`config.mk`:
```
export PLATFORM = sky130hd
export DESIGN_NAME = an_encoder_n29_6x6_stream
export DESIGN_NICKNAME = d
export VERILOG_FILES = /design/src/rtl/an_encoder_n29_6x6_stream.sv
export SDC_FILE = /design/constraint.sdc
export NUM_CORES = 1
export LEC_CHECK = 0
export ABC_AREA = 0
export CAP_MARGIN = 20
export CORE_MARGIN = 3
export CORE_UTILIZATION = 25
export CTS_CLUSTER_SIZE = 10
export DETAILED_ROUTE_END_ITERATION = 8
export HOLD_SLACK_MARGIN = 0.12
export SYNTH_ARGS = -nofsm -noshare
export SYNTH_HDL_FRONTEND = slang
export SYNTH_SLANG_ARGS = --single-unit
```
`constraint.sdc`:
```
create_clock -name clk -period 1.77 [get_ports clk]
set_input_delay 0.354 -clock clk [delete_from_list [all_inputs] [get_ports clk]]
set_output_delay 0.354 -clock clk [all_outputs]
set_load 0.02 [all_outputs]
```
`src/rtl/an_encoder_n29_6x6_stream.sv`:
```
// AN (A=29) stream encoder: codeword = A*msg, tagged with its row-major slot in a 6x6 frame.
// Optional macro ERR_INJECT_EN adds a single-bit fault injector ahead of the output register.
module an_encoder_n29_6x6_stream #(
    parameter int A     = 29,
    parameter int MSG_W = 10,
    parameter int CW_W  = 14,
    parameter int ROWS  = 6,
    parameter int COLS  = 6
) (
    input  logic             clk,
    input  logic             rst_n,
    input  logic             in_valid,
    output logic             in_ready,
    input  logic [MSG_W-1:0] in_msg,
    input  logic             frame_restart,
    output logic             out_valid,
    input  logic             out_ready,
    output logic [CW_W-1:0]  out_cw,
    output logic [2:0]       out_row,
    output logic [2:0]       out_col,
    output logic             out_sof,
    output logic             out_eof,
    output logic             out_ovf
`ifdef ERR_INJECT_EN
    ,
    input  logic             inj_en,
    input  logic [5:0]       inj_pos,
    input  logic [3:0]       inj_bit
`endif
);

    localparam int P_W = MSG_W + 5;
    localparam logic [2:0] LAST_ROW = 3'(ROWS - 1);
    localparam logic [2:0] LAST_COL = 3'(COLS - 1);

    logic              r_init;
    logic              r_out_valid;
    logic [CW_W-1:0]   r_out_cw;
    logic [2:0]        r_out_row;
    logic [2:0]        r_out_col;
    logic              r_out_sof;
    logic              r_out_eof;
    logic              r_out_ovf;
    logic [2:0]        r_row;
    logic [2:0]        r_col;

    logic              w_accept;
    logic [P_W-1:0]    w_pp [0:5];
    logic [P_W-1:0]    w_prod;
    logic [CW_W-1:0]   w_cw;
    logic              w_ovf;
    logic [2:0]        w_slot_row;
    logic [2:0]        w_slot_col;
    logic [2:0]        w_next_row;
    logic [2:0]        w_next_col;

    // Constant multiply as a shift-add chain over the set bits of A (A < 32).
    assign w_pp[0] = '0;
    generate
        for (genvar gi = 0; gi < 5; gi++) begin : g_shift_add
            if (A[gi]) begin : g_term
                assign w_pp[gi+1] = w_pp[gi] + (P_W'(in_msg) << gi);
            end else begin : g_skip
                assign w_pp[gi+1] = w_pp[gi];
            end
        end
    endgenerate

    assign w_prod = w_pp[5];
    assign w_ovf  = |w_prod[P_W-1:CW_W];

    // A restart pulls the accepted message into slot (0,0).
    assign w_slot_row = frame_restart ? 3'd0 : r_row;
    assign w_slot_col = frame_restart ? 3'd0 : r_col;

    always_comb begin
        w_next_row = w_slot_row;
        w_next_col = w_slot_col + 3'd1;
        if (w_slot_col == LAST_COL) begin
            w_next_col = 3'd0;
            w_next_row = (w_slot_row == LAST_ROW) ? 3'd0 : w_slot_row + 3'd1;
        end
    end

`ifdef ERR_INJECT_EN
    logic [5:0]      w_slot_idx;
    logic            w_flip;
    assign w_slot_idx = 6'(w_slot_row) * 6'(COLS) + 6'(w_slot_col);
    assign w_flip     = inj_en && (w_slot_idx == inj_pos) && (32'(inj_bit) < CW_W);
    assign w_cw       = w_prod[CW_W-1:0] ^ (w_flip ? (CW_W'(1) << inj_bit) : '0);
`else
    assign w_cw       = w_prod[CW_W-1:0];
`endif

    // r_init holds in_ready low until the first edge after reset release.
    assign in_ready = r_init & (~r_out_valid | out_ready);
    assign w_accept = in_valid & in_ready;

    always_ff @(posedge clk or negedge rst_n) begin
        if (!rst_n) begin
            r_init      <= 1'b0;
            r_out_valid <= 1'b0;
            r_out_cw    <= '0;
            r_out_row   <= '0;
            r_out_col   <= '0;
            r_out_sof   <= 1'b0;
            r_out_eof   <= 1'b0;
            r_out_ovf   <= 1'b0;
            r_row       <= '0;
            r_col       <= '0;
        end else begin
            r_init <= 1'b1;
            if (w_accept) begin
                r_out_valid <= 1'b1;
                r_out_cw    <= w_cw;
                r_out_ovf   <= w_ovf;
                r_out_row   <= w_slot_row;
                r_out_col   <= w_slot_col;
                r_out_sof   <= (w_slot_row == 3'd0) && (w_slot_col == 3'd0);
                r_out_eof   <= (w_slot_row == LAST_ROW) && (w_slot_col == LAST_COL);
                r_row       <= w_next_row;
                r_col       <= w_next_col;
            end else begin
                if (r_out_valid && out_ready) begin
                    r_out_valid <= 1'b0;
                end
                if (frame_restart) begin
                    r_row <= 3'd0;
                    r_col <= 3'd0;
                end
            end
        end
    end

    assign out_valid = r_out_valid;
    assign out_cw    = r_out_cw;
    assign out_row   = r_out_row;
    assign out_col   = r_out_col;
    assign out_sof   = r_out_sof;
    assign out_eof   = r_out_eof;
    assign out_ovf   = r_out_ovf;

endmodule
```
==> impl_metrics.yaml, run 1 <==
floorplan:
  chipHeight_um: 99.4
  initial_core_util: 0.261
  io_pins: 40
  die_width_um: 99.4
  core-area_um2: 8340
  die_area_um2: 9870
  row_count: 33
timing:
  shortest_period_the_worst_path_allows_ns: 2.86
  slew_viol_final: 0
  worst_slack_ns: -1.09
  rsz0062_at_grt: "yes"
  maxClockFrequency_mhz: 350
  timing_hold_violations_final: 0
  finClkSkew_ns: 0.00446
  post-route-period-util: 1.61
  finalSetupViolations: 10
setup_path:
  cpPeakStageDelay_ns: 0.55
  cp_cell_sequence: "buf_8, inv_4, fa_1, inv_2, fa_1, ha_4, inv_2, fa_2, nand2b_4, a21oi_4, a31oi_4, or4_4, nand3_2"
  timing.critical_path.arrival_ns: 3.07
  critPathRequiredTime_ns: 1.99
  cp_max_fo: 2
  critical_path_class: "in -> reg"
  endpoint_kind: "flop"
  launching_element_type_of_the_critical_path: "primary input"
  critical_path.slowest_cell: "sky130_fd_sc_hd__fa_1"
power:
  powerDensity_nw_per_um2: 1020
  p_total_w: 0.00356
  p_leak_nw: 1.61
  maximum_ir_drop_on_the_vdd_rail_uv: 292
clock_tree:
  clockRootBuffer: "sky130_fd_sc_hd__clkbuf_8"
  cts.sinks: 31
  htree_levels: 2
  cts-buffers-inserted: 5
  cts_tree: "yes"
  cts.clk_slew.worst_paths_ns: 0.07
  worstSkewPairLatency_ns: 0.28
  cts_hold_buffers: 0
  clockBufferDepth: 2
final_layout:
  final_layout_size_suffix_gt1_frac: 0.376
  fin_nets: 370
  layout.core_utilization: 0.417
  storage_cell_area_um2: 776
  insertedDiodeCount: 0
  layout.cell_area.non_filler_um2: 3480
  nFillCells: 831
  final_cell_mix: "48 x sky130_fd_sc_hd__buf_4, 31 x sky130_fd_sc_hd__dfrtp_1, 30 x sky130_fd_sc_hd__nand2_1"
  syn2layout_area_growth_pct: 59.5
  multi_input_area_um2: 1500
  layout_commonest_cell: "sky130_fd_sc_hd__buf_4"
synthesis:
  synth.cell_area_um2: 2180
  synth_top_flop_cell: "sky130_fd_sc_hd__dfrtp_1"
  synth_register_bits: 31
  edff_count_synth: 0
  synth-warning-count: 0
  post_synth_inst_count: 223
  async_flop_share: 1.00
  synth_top_area_cell: "sky130_fd_sc_hd__dfrtp_1"
  synthesis.area_per_instance_um2: 9.77
  synth-seq-area-share: 0.356
  synth.top_cells.by_area: "sky130_fd_sc_hd__dfrtp_1 36%, sky130_fd_sc_hd__fa_1 16%, sky130_fd_sc_hd__ha_1 9.8%"
  synth_top_cell_area_share: 0.356
  synth.distinct_cells: 44
  synthesis.nets: 272
status:
  status: "complete, but fails checks"
  violations: "negative setup slack"
placed_design:
  buffer_ports.inserted: 39
  place.detailed.hpwl_um: 3990
  gp_routability_congestion: 0.749
  total_cell_area_at_the_placement_stage_um2: 3030
grt:
  largest_net_degree_at_the_start_of_global_routing: 32
  grt_pass1_wl_um: 9150
  track_usage: 0.113
  first_global_vias: 1985
  number_of_antenna_violations_at_the_first_check_in_global_routing: 0
  globalRoute.totalOverflow: 0
route:
  antenna_violating_nets_post_route: 0
  first_iter_violations: 42
  final_routed_drc_violation_total: 0
  drt_pre_antenna_iters: 4
  dr_total_vias: 1827
  vias_per_cell: 4.28
  drt-total-wl_um: 5180
  avg_wl_per_cell_um: 12.1
job:
  maxCapViolations: 0
hold_path:
  holdCritPathClass: "in -> reg"
worst max-delay path, delay by kind of cell:
kind	cells	cell delay, ns
AOI/OAI and AO/OA	2	0.30
buffers and inverters	4	0.18
adders and majority gates	4	1.60
and+or+nand+nor	3	0.65
kinds of logic after synthesis:
kind of cell	Yosys count	share of synthesized area
and+or+nand+nor	67	0.154
adders and majority gates	34	0.254
other	1	0.00172
AOI/OAI and AO/OA	44	0.127
muxes	4	0.0184
xor gates and xnor gates	6	0.0241
DFF	31	0.356
buffers and inverters	36	0.0654
worst paths after layout:
kind / cells past startpoint / endpoint / startpoint / slack [ns]
worst max-delay path: 13 / out_cw[12] / in_msg[0] / -1.09
worst min-delay path: 3 / out_cw[0] / in_msg[0] / 0.33
worst max register to register: 7 / out_ovf / out_valid / 0.27
worst min register to register: 2 / out_sof / out_sof / 0.48
max in group asynchronous: 2 / out_cw[13] / rst_n / 1.02
min in group asynchronous: 2 / out_sof / rst_n / 0.47
layer usage:
layer | up-vias | track usage | part of all wire
met5 | - | 0 | 0
met4 | 0 | 0.0252 | 0.011
met3 | 7 | 0.0252 | 0.038
met2 | 30 | 0.200 | 0.52
met1 | 857 | 0.139 | 0.43
li1 | 933 | - | -
area by class of cell:
class / instances / area share
Tap cell: 105 / 0.0378
Timing Repair Buffer: 97 / 0.247
Multi-Input combinational cell: 156 / 0.431
Clock inverter: 2 / 0.00360
Sequential cell: 31 / 0.223
Inverter: 30 / 0.0363
Clock buffer: 6 / 0.0209
stage by stage:
step | setup TNS [ns] | hold slack [ns] | worst slack [ns] | cells
after detailed placement | -17.70 | 0.469 | -1.79 | 402
final | -8.67 | 0.330 | -1.09 | 427
after floorplan | -9.37 | 0.0584 | -1.25 | 223
after global placement | -16.76 | 0.462 | -1.73 | 402
after CTS | -8.09 | 0.319 | -1.04 | 424
after global routing | -9.53 | 0.340 | -1.16 | 427
state kept, by name, indices dropped and copies added, names as in the netlist:
register,count
out_col,3
out_valid,1
out_cw,14
out_sof,1
out_ovf,1
out_eof,1
out_row,3
r_row,3
r_col,3
r_init,1
cell usage after synthesis, types with 2 or more instances:
master / number
sky130_fd_sc_hd__dfrtp_1: 31
sky130_fd_sc_hd__inv_1: 30
sky130_fd_sc_hd__nand2_1: 30
sky130_fd_sc_hd__o21ai_0: 19
sky130_fd_sc_hd__fa_1: 17
sky130_fd_sc_hd__ha_1: 17
sky130_fd_sc_hd__nor2_1: 10
sky130_fd_sc_hd__nand2b_1: 8
sky130_fd_sc_hd__a21oi_1: 6
sky130_fd_sc_hd__a21o_1: 4
sky130_fd_sc_hd__and3_1: 4
sky130_fd_sc_hd__clkbuf_1: 4
sky130_fd_sc_hd__mux2i_1: 4
sky130_fd_sc_hd__xor2_1: 4
sky130_fd_sc_hd__a211oi_1: 2
sky130_fd_sc_hd__a31oi_1: 2
sky130_fd_sc_hd__nand3_1: 2
sky130_fd_sc_hd__nand4_1: 2
sky130_fd_sc_hd__xnor2_1: 2
power by group:
group	internal [W]	leakage (nW)	switching, W	total [W]
registers	0.000849	0.401	0.0000932	0.000942
clock network	0.000274	0.0412	0.000269	0.000544
logic	0.00110	1.17	0.000974	0.00207
total	0.00222	1.61	0.00134	0.00356
repair_timing:
| action | CTS | global route |
|---|---|---|
| pin swaps | 32 | 16 |
| setup endpoints to repair | 12 | 15 |
| setup buffers | 14 | 3 |
| resized for setup | 85 | 14 |
Note: power is estimated with default switching activity, not from simulation.
==> run 2, diff against run 1 <==
Settings changed: DONT_BUFFER_PORTS set to 1, GPL_TIMING_DRIVEN set to 0, PLACE_DENSITY set to 0.46.
==> impl_metrics.yaml, run 2 (synthesized netlist as in run 1, its figures left out) <==
status:
  status: "complete, but fails checks"
  violations: "negative setup slack"
timing:
  post-route-period-util: 1.53
  rsz0062_at_grt: "yes"
  timing_hold_violations_final: 0
  finClkSkew_ns: 0.00925
  maxClockFrequency_mhz: 368
  finalSetupViolations: 10
  worst_slack_ns: -0.945
  holdWs_ns: 0.224
  shortest_period_the_worst_path_allows_ns: 2.72
  slew_viol_final: 0
floorplan:
  die_area_um2: 9870
  initial_core_util: 0.261
  core-area_um2: 8340
  io_pins: 40
  chipHeight_um: 99.4
  row_count: 33
  die_width_um: 99.4
setup_path:
  critPathRequiredTime_ns: 1.99
  cp_max_fo: 2
  critical_path_class: "in -> reg"
  crit-reg2reg-launch: "out_valid"
  endpoint_kind: "flop"
  timing.critical_path.arrival_ns: 2.93
  worst_setup_path_startpoint: "in_msg[2]"
  launching_element_type_of_the_critical_path: "primary input"
grt:
  largest_net_degree_at_the_start_of_global_routing: 32
  number_of_antenna_violations_at_the_first_check_in_global_routing: 0
  track_usage: 0.102
  globalRoute.totalOverflow: 0
  grt_pass1_wl_um: 8130
  first_global_vias: 1611
clock_tree:
  clockRootBuffer: "sky130_fd_sc_hd__clkbuf_8"
  clockBufferDepth: 2
  htree_levels: 2
  cts.clk_slew.worst_paths_ns: 0.07
  cts.sinks: 31
  worstSkewPairLatency_ns: 0.28
  cts_tree: "yes"
  cts-buffers-inserted: 5
hold_path:
  min_from: "in_msg[0]"
  holdCritPathClass: "in -> reg"
route:
  first_iter_violations: 45
  final_routed_drc_violation_total: 0
  antenna_violating_nets_post_route: 0
  drt-total-wl_um: 4710
  vias_per_cell: 4.47
  drt_pre_antenna_iters: 4
  dr_total_vias: 1568
  avg_wl_per_cell_um: 13.4
final_layout:
  final_layout_size_suffix_gt1_frac: 0.228
  layout.cell_area.non_filler_um2: 2720
  storage_cell_area_um2: 776
  multi_input_area_um2: 1390
  layout_commonest_cell: "sky130_fd_sc_hd__dfrtp_1"
  final_cell_mix: "31 x sky130_fd_sc_hd__dfrtp_1, 30 x sky130_fd_sc_hd__nand2_1, 20 x sky130_fd_sc_hd__inv_1"
  largest_register_ff_count: 14
  nFillCells: 867
  fin_nets: 294
  insertedDiodeCount: 0
  syn2layout_area_growth_pct: 24.9
placed_design:
  place.detailed.hpwl_um: 3720
  gp_routability_congestion: 0.800
  buffer_ports.inserted: 0
  total_cell_area_at_the_placement_stage_um2: 2370
power:
  powerDensity_nw_per_um2: 1120
  maximum_ir_drop_on_the_vdd_rail_uv: 341
  p_leak_nw: 1.25
job:
  maxCapViolations: 0
-- run 2: cell types whose count changed in the layout (fill, tap and decap cells not counted), sizes merged --
cell           change
inv                -3
dlygate4sd3        +1
bufinv             +1
clkbuf             +3
clkdlybuf4s50     -29
dlygate4sd2        -2
clkinvlp           +2
buf               -49
-- run 2: path summary, 6_finish.rpt --
kind                         endpoint  slack, ns  depth (start not counted)
max                        out_cw[12]      -0.95                         12
max reg2reg                  r_row[1]       0.22                          5
min                         out_cw[0]       0.22                          2
min in group asynchronous      r_init       0.52                          2
max in group asynchronous     out_sof       1.07                          2
min reg2reg                  r_row[0]       0.58                          2
-- run 2: cell type report --
cell class	count	share of cell area
Inverter	30	0.0478
Clock buffer	6	0.0303
Tap cell	105	0.0483
Buffer	6	0.0110
Timing Repair Buffer	15	0.0538
Clock inverter	2	0.0129
Sequential cell	31	0.285
Multi-Input combinational cell	156	0.511
-- run 2: critical path: stages --
cell and delay (ns):
sky130_fd_sc_hd__clkinvlp_4 0.07, sky130_fd_sc_hd__fa_1 0.49, sky130_fd_sc_hd__inv_2 0.04, sky130_fd_sc_hd__fa_1 0.50, sky130_fd_sc_hd__ha_2 0.18, sky130_fd_sc_hd__inv_2 0.04, sky130_fd_sc_hd__fa_2 0.34, sky130_fd_sc_hd__nand2b_4 0.16
sky130_fd_sc_hd__a21oi_4 0.18, sky130_fd_sc_hd__a31oi_4 0.10, sky130_fd_sc_hd__or4_1 0.40, sky130_fd_sc_hd__nand3_1 0.09
-- run 2: where the power goes --
group	internal, W	switching, W	leakage [nW]
registers	0.000848	0.000290	0.401
clock network	0.000455	0.000260	0.0612
logic	0.000587	0.000605	0.789
total	0.00189	0.00116	1.25
-- run 2: stage by stage --
step                setup WS (ns)  setup TNS (ns)  power, W  utilization  instances
floorplan                   -1.25           -9.37   0.00185            -        223
global placement            -1.39          -11.00   0.00205        0.284        328
detailed placement          -1.40          -11.05   0.00206        0.284        328
CTS                        -0.923           -6.87   0.00306        0.324        349
global route                -1.03           -7.95   0.00326        0.326        351
finish                     -0.945           -7.07   0.00304        0.326        351
-- run 2: routing by layer --
metal  up-vias  track usage  wire length, µm
li1        790            -                -
met1       740        0.131             2130
met2        32        0.168             2260
met3         6       0.0281              257
met4         0       0.0315               66
met5         -            0                0
-- run 2: timing repair --
| item | in CTS | in global routing |
|---|---|---|
| endpoints found under the setup margin | 10 | 10 |
| pin swaps | 23 | 12 |
| gates cloned | 0 | 0 |
| hold buffers | 2 | 0 |
| gates resized for setup | 31 | 3 |
| hold endpoints to repair | 31 | 0 |
| setup buffers | 11 | 3 |
==> run 3, diff against run 2 <==
Settings changed: PLACE_DENSITY 0.46 to 0.48.
Clock period 1.77 ns to 2.3 ns, I/O delays scaled along.
==> impl_metrics.yaml, run 3 (synthesized netlist as in run 1, its figures left out) <==
setup_path:
  cp_num_buf_inv: 3
  launching_element_type_of_the_critical_path: "primary input"
  cp_cell_sequence: "clkinvlp_4, fa_1, inv_1, fa_1, ha_2, inv_2, fa_2, nand2b_4, a21oi_4, a31oi_4, or4_4, nand3_2"
  critical_path_class: "in -> reg"
  critical-path-top-delay-family: "adder cells"
  cpPeakStageDelay_ns: 0.50
  path_common_cell: "sky130_fd_sc_hd__fa_1"
  timing.critical_path.arrival_ns: 3.05
  critical_path.slowest_cell: "sky130_fd_sc_hd__fa_1"
  cp_max_fo: 2
  endpoint_kind: "flop"
  critPathRequiredTime_ns: 2.51
route:
  drt-total-wl_um: 4650
  avg_wl_per_cell_um: 13.4
  final_routed_drc_violation_total: 0
  dr_total_vias: 1533
  vias_per_cell: 4.42
  antenna_violating_nets_post_route: 0
  drt_pre_antenna_iters: 3
  first_iter_violations: 21
final_layout:
  multi_input_area_um2: 1400
  post_layout_nonfiller_instances: 347
  storage_cell_area_um2: 776
  final_cell_mix: "31 x sky130_fd_sc_hd__dfrtp_1, 30 x sky130_fd_sc_hd__nand2_1, 21 x sky130_fd_sc_hd__inv_1"
  layout_commonest_cell: "sky130_fd_sc_hd__dfrtp_1"
  layout.core_utilization: 0.318
  nFillCells: 888
  largest_register_ff_count: 14
  syn2layout_area_growth_pct: 21.9
  fin_nets: 292
  final_layout_size_suffix_gt1_frac: 0.215
  insertedDiodeCount: 0
floorplan:
  io_pins: 40
  die_width_um: 99.4
  die_area_um2: 9870
  initial_core_util: 0.261
  chipHeight_um: 99.4
  row_count: 33
  core-area_um2: 8340
clock_tree:
  htree_levels: 2
  cts.clk_slew.worst_paths_ns: 0.06
  worstSkewPairLatency_ns: 0.27
  clockRootBuffer: "sky130_fd_sc_hd__clkbuf_8"
  cts-buffers-inserted: 5
  cts.sinks: 31
  cts_tree: "yes"
  clockBufferDepth: 2
power:
  maximum_ir_drop_on_the_vdd_rail_uv: 219
  p_total_w: 0.00215
  p_leak_nw: 1.22
  cellInternalPower_w: 0.00130
  seqPwrFrac: 0.407
  pwr-share-comb: 0.419
  clk_pwr_share: 0.174
  p_sw_frac: 0.396
  switching_power_total_w: 0.000852
  powerDensity_nw_per_um2: 809
job:
  maxCapViolations: 0
timing:
  slew_viol_final: 0
  max_slew.worst_pin.slew_ns: 0.523
  timing_hold_violations_final: 0
  finalSetupTns_ns: -2.86
  maxSlewHeadroom: 0.651
  worst_slack_ns: -0.537
  post-route-period-util: 1.23
  finalSetupViolations: 9
  finClkSkew_ns: 0.00343
  rsz0062_at_grt: "yes"
  maxClockFrequency_mhz: 352
  shortest_period_the_worst_path_allows_ns: 2.84
grt:
  first_global_vias: 1671
  number_of_antenna_violations_at_the_first_check_in_global_routing: 0
  grt_pass1_wl_um: 7990
  track_usage: 0.101
  globalRoute.totalOverflow: 0
  largest_net_degree_at_the_start_of_global_routing: 32
placed_design:
  buffer_ports.inserted: 0
  placed_cells: 328
  gp_routability_congestion: 0.771
  place.detailed.hpwl_um: 3660
  post-place-ws_ns: -0.973
status:
  status: "complete, but fails checks"
  violations: "negative setup slack"
hold_path:
  holdCritPathClass: "in -> reg"
[run 3: final timing paths]
check / from / end / slack (ns) / cells past startpoint
max reg2reg: out_valid / out_ovf / 0.73 / 5
min reg2reg: r_row[0] / r_row[0] / 0.57 / 2
min: in_msg[0] / out_cw[0] / 0.36 / 2
max in group asynchronous: rst_n / out_row[2] / 1.50 / 2
min in group asynchronous: rst_n / out_cw[0] / 0.63 / 2
max: in_msg[2] / out_cw[12] / -0.54 / 12
[run 3: routing by layer]
metal  routed length (µm)  vias to the layer above  GRT usage
met5                    0                        -          0
met4                   69                        0     0.0347
met3                  243                        6     0.0252
met2                 2250                       28      0.177
met1                 2080                      728      0.119
li1                     -                      771          -
[run 3: layout make-up]
class | count | area share
plain buffers | 6 | 0.0113
clock buffers | 6 | 0.0273
inverters | 30 | 0.0490
multi-input cells | 156 | 0.526
flip-flops and latches | 31 | 0.292
well taps | 105 | 0.0495
repair buffers | 13 | 0.0452
[run 3: per-stage QoR]
stage               area, µm²  hold slack (ns)
floorplan                2230            0.164
detailed placement       2370            0.165
CTS                      2620            0.345
global route             2660            0.367
finish                   2660            0.360
global placement         2370            0.165
[run 3: repair_timing]
item / in CTS / in global routing
endpoints found under the setup margin: 8 / 9
pin swaps: 21 / 4
hold endpoints to repair: 31 / 0
gates resized for setup: 21 / 7
setup buffers: 10 / 1
hold buffers: 2 / 0
[run 3: power groups by stage]
stage	sequential [W]	combinational [W]	clock, W
3_5_place_dp	0.000891	0.000691	0
5_1_grt	0.000892	0.00103	0.000416
4_1_cts	0.000881	0.000867	0.000397
3_3_place_gp	0.000888	0.000687	0
6_report	0.000874	0.000900	0.000374
2_1_floorplan	0.000849	0.000577	0
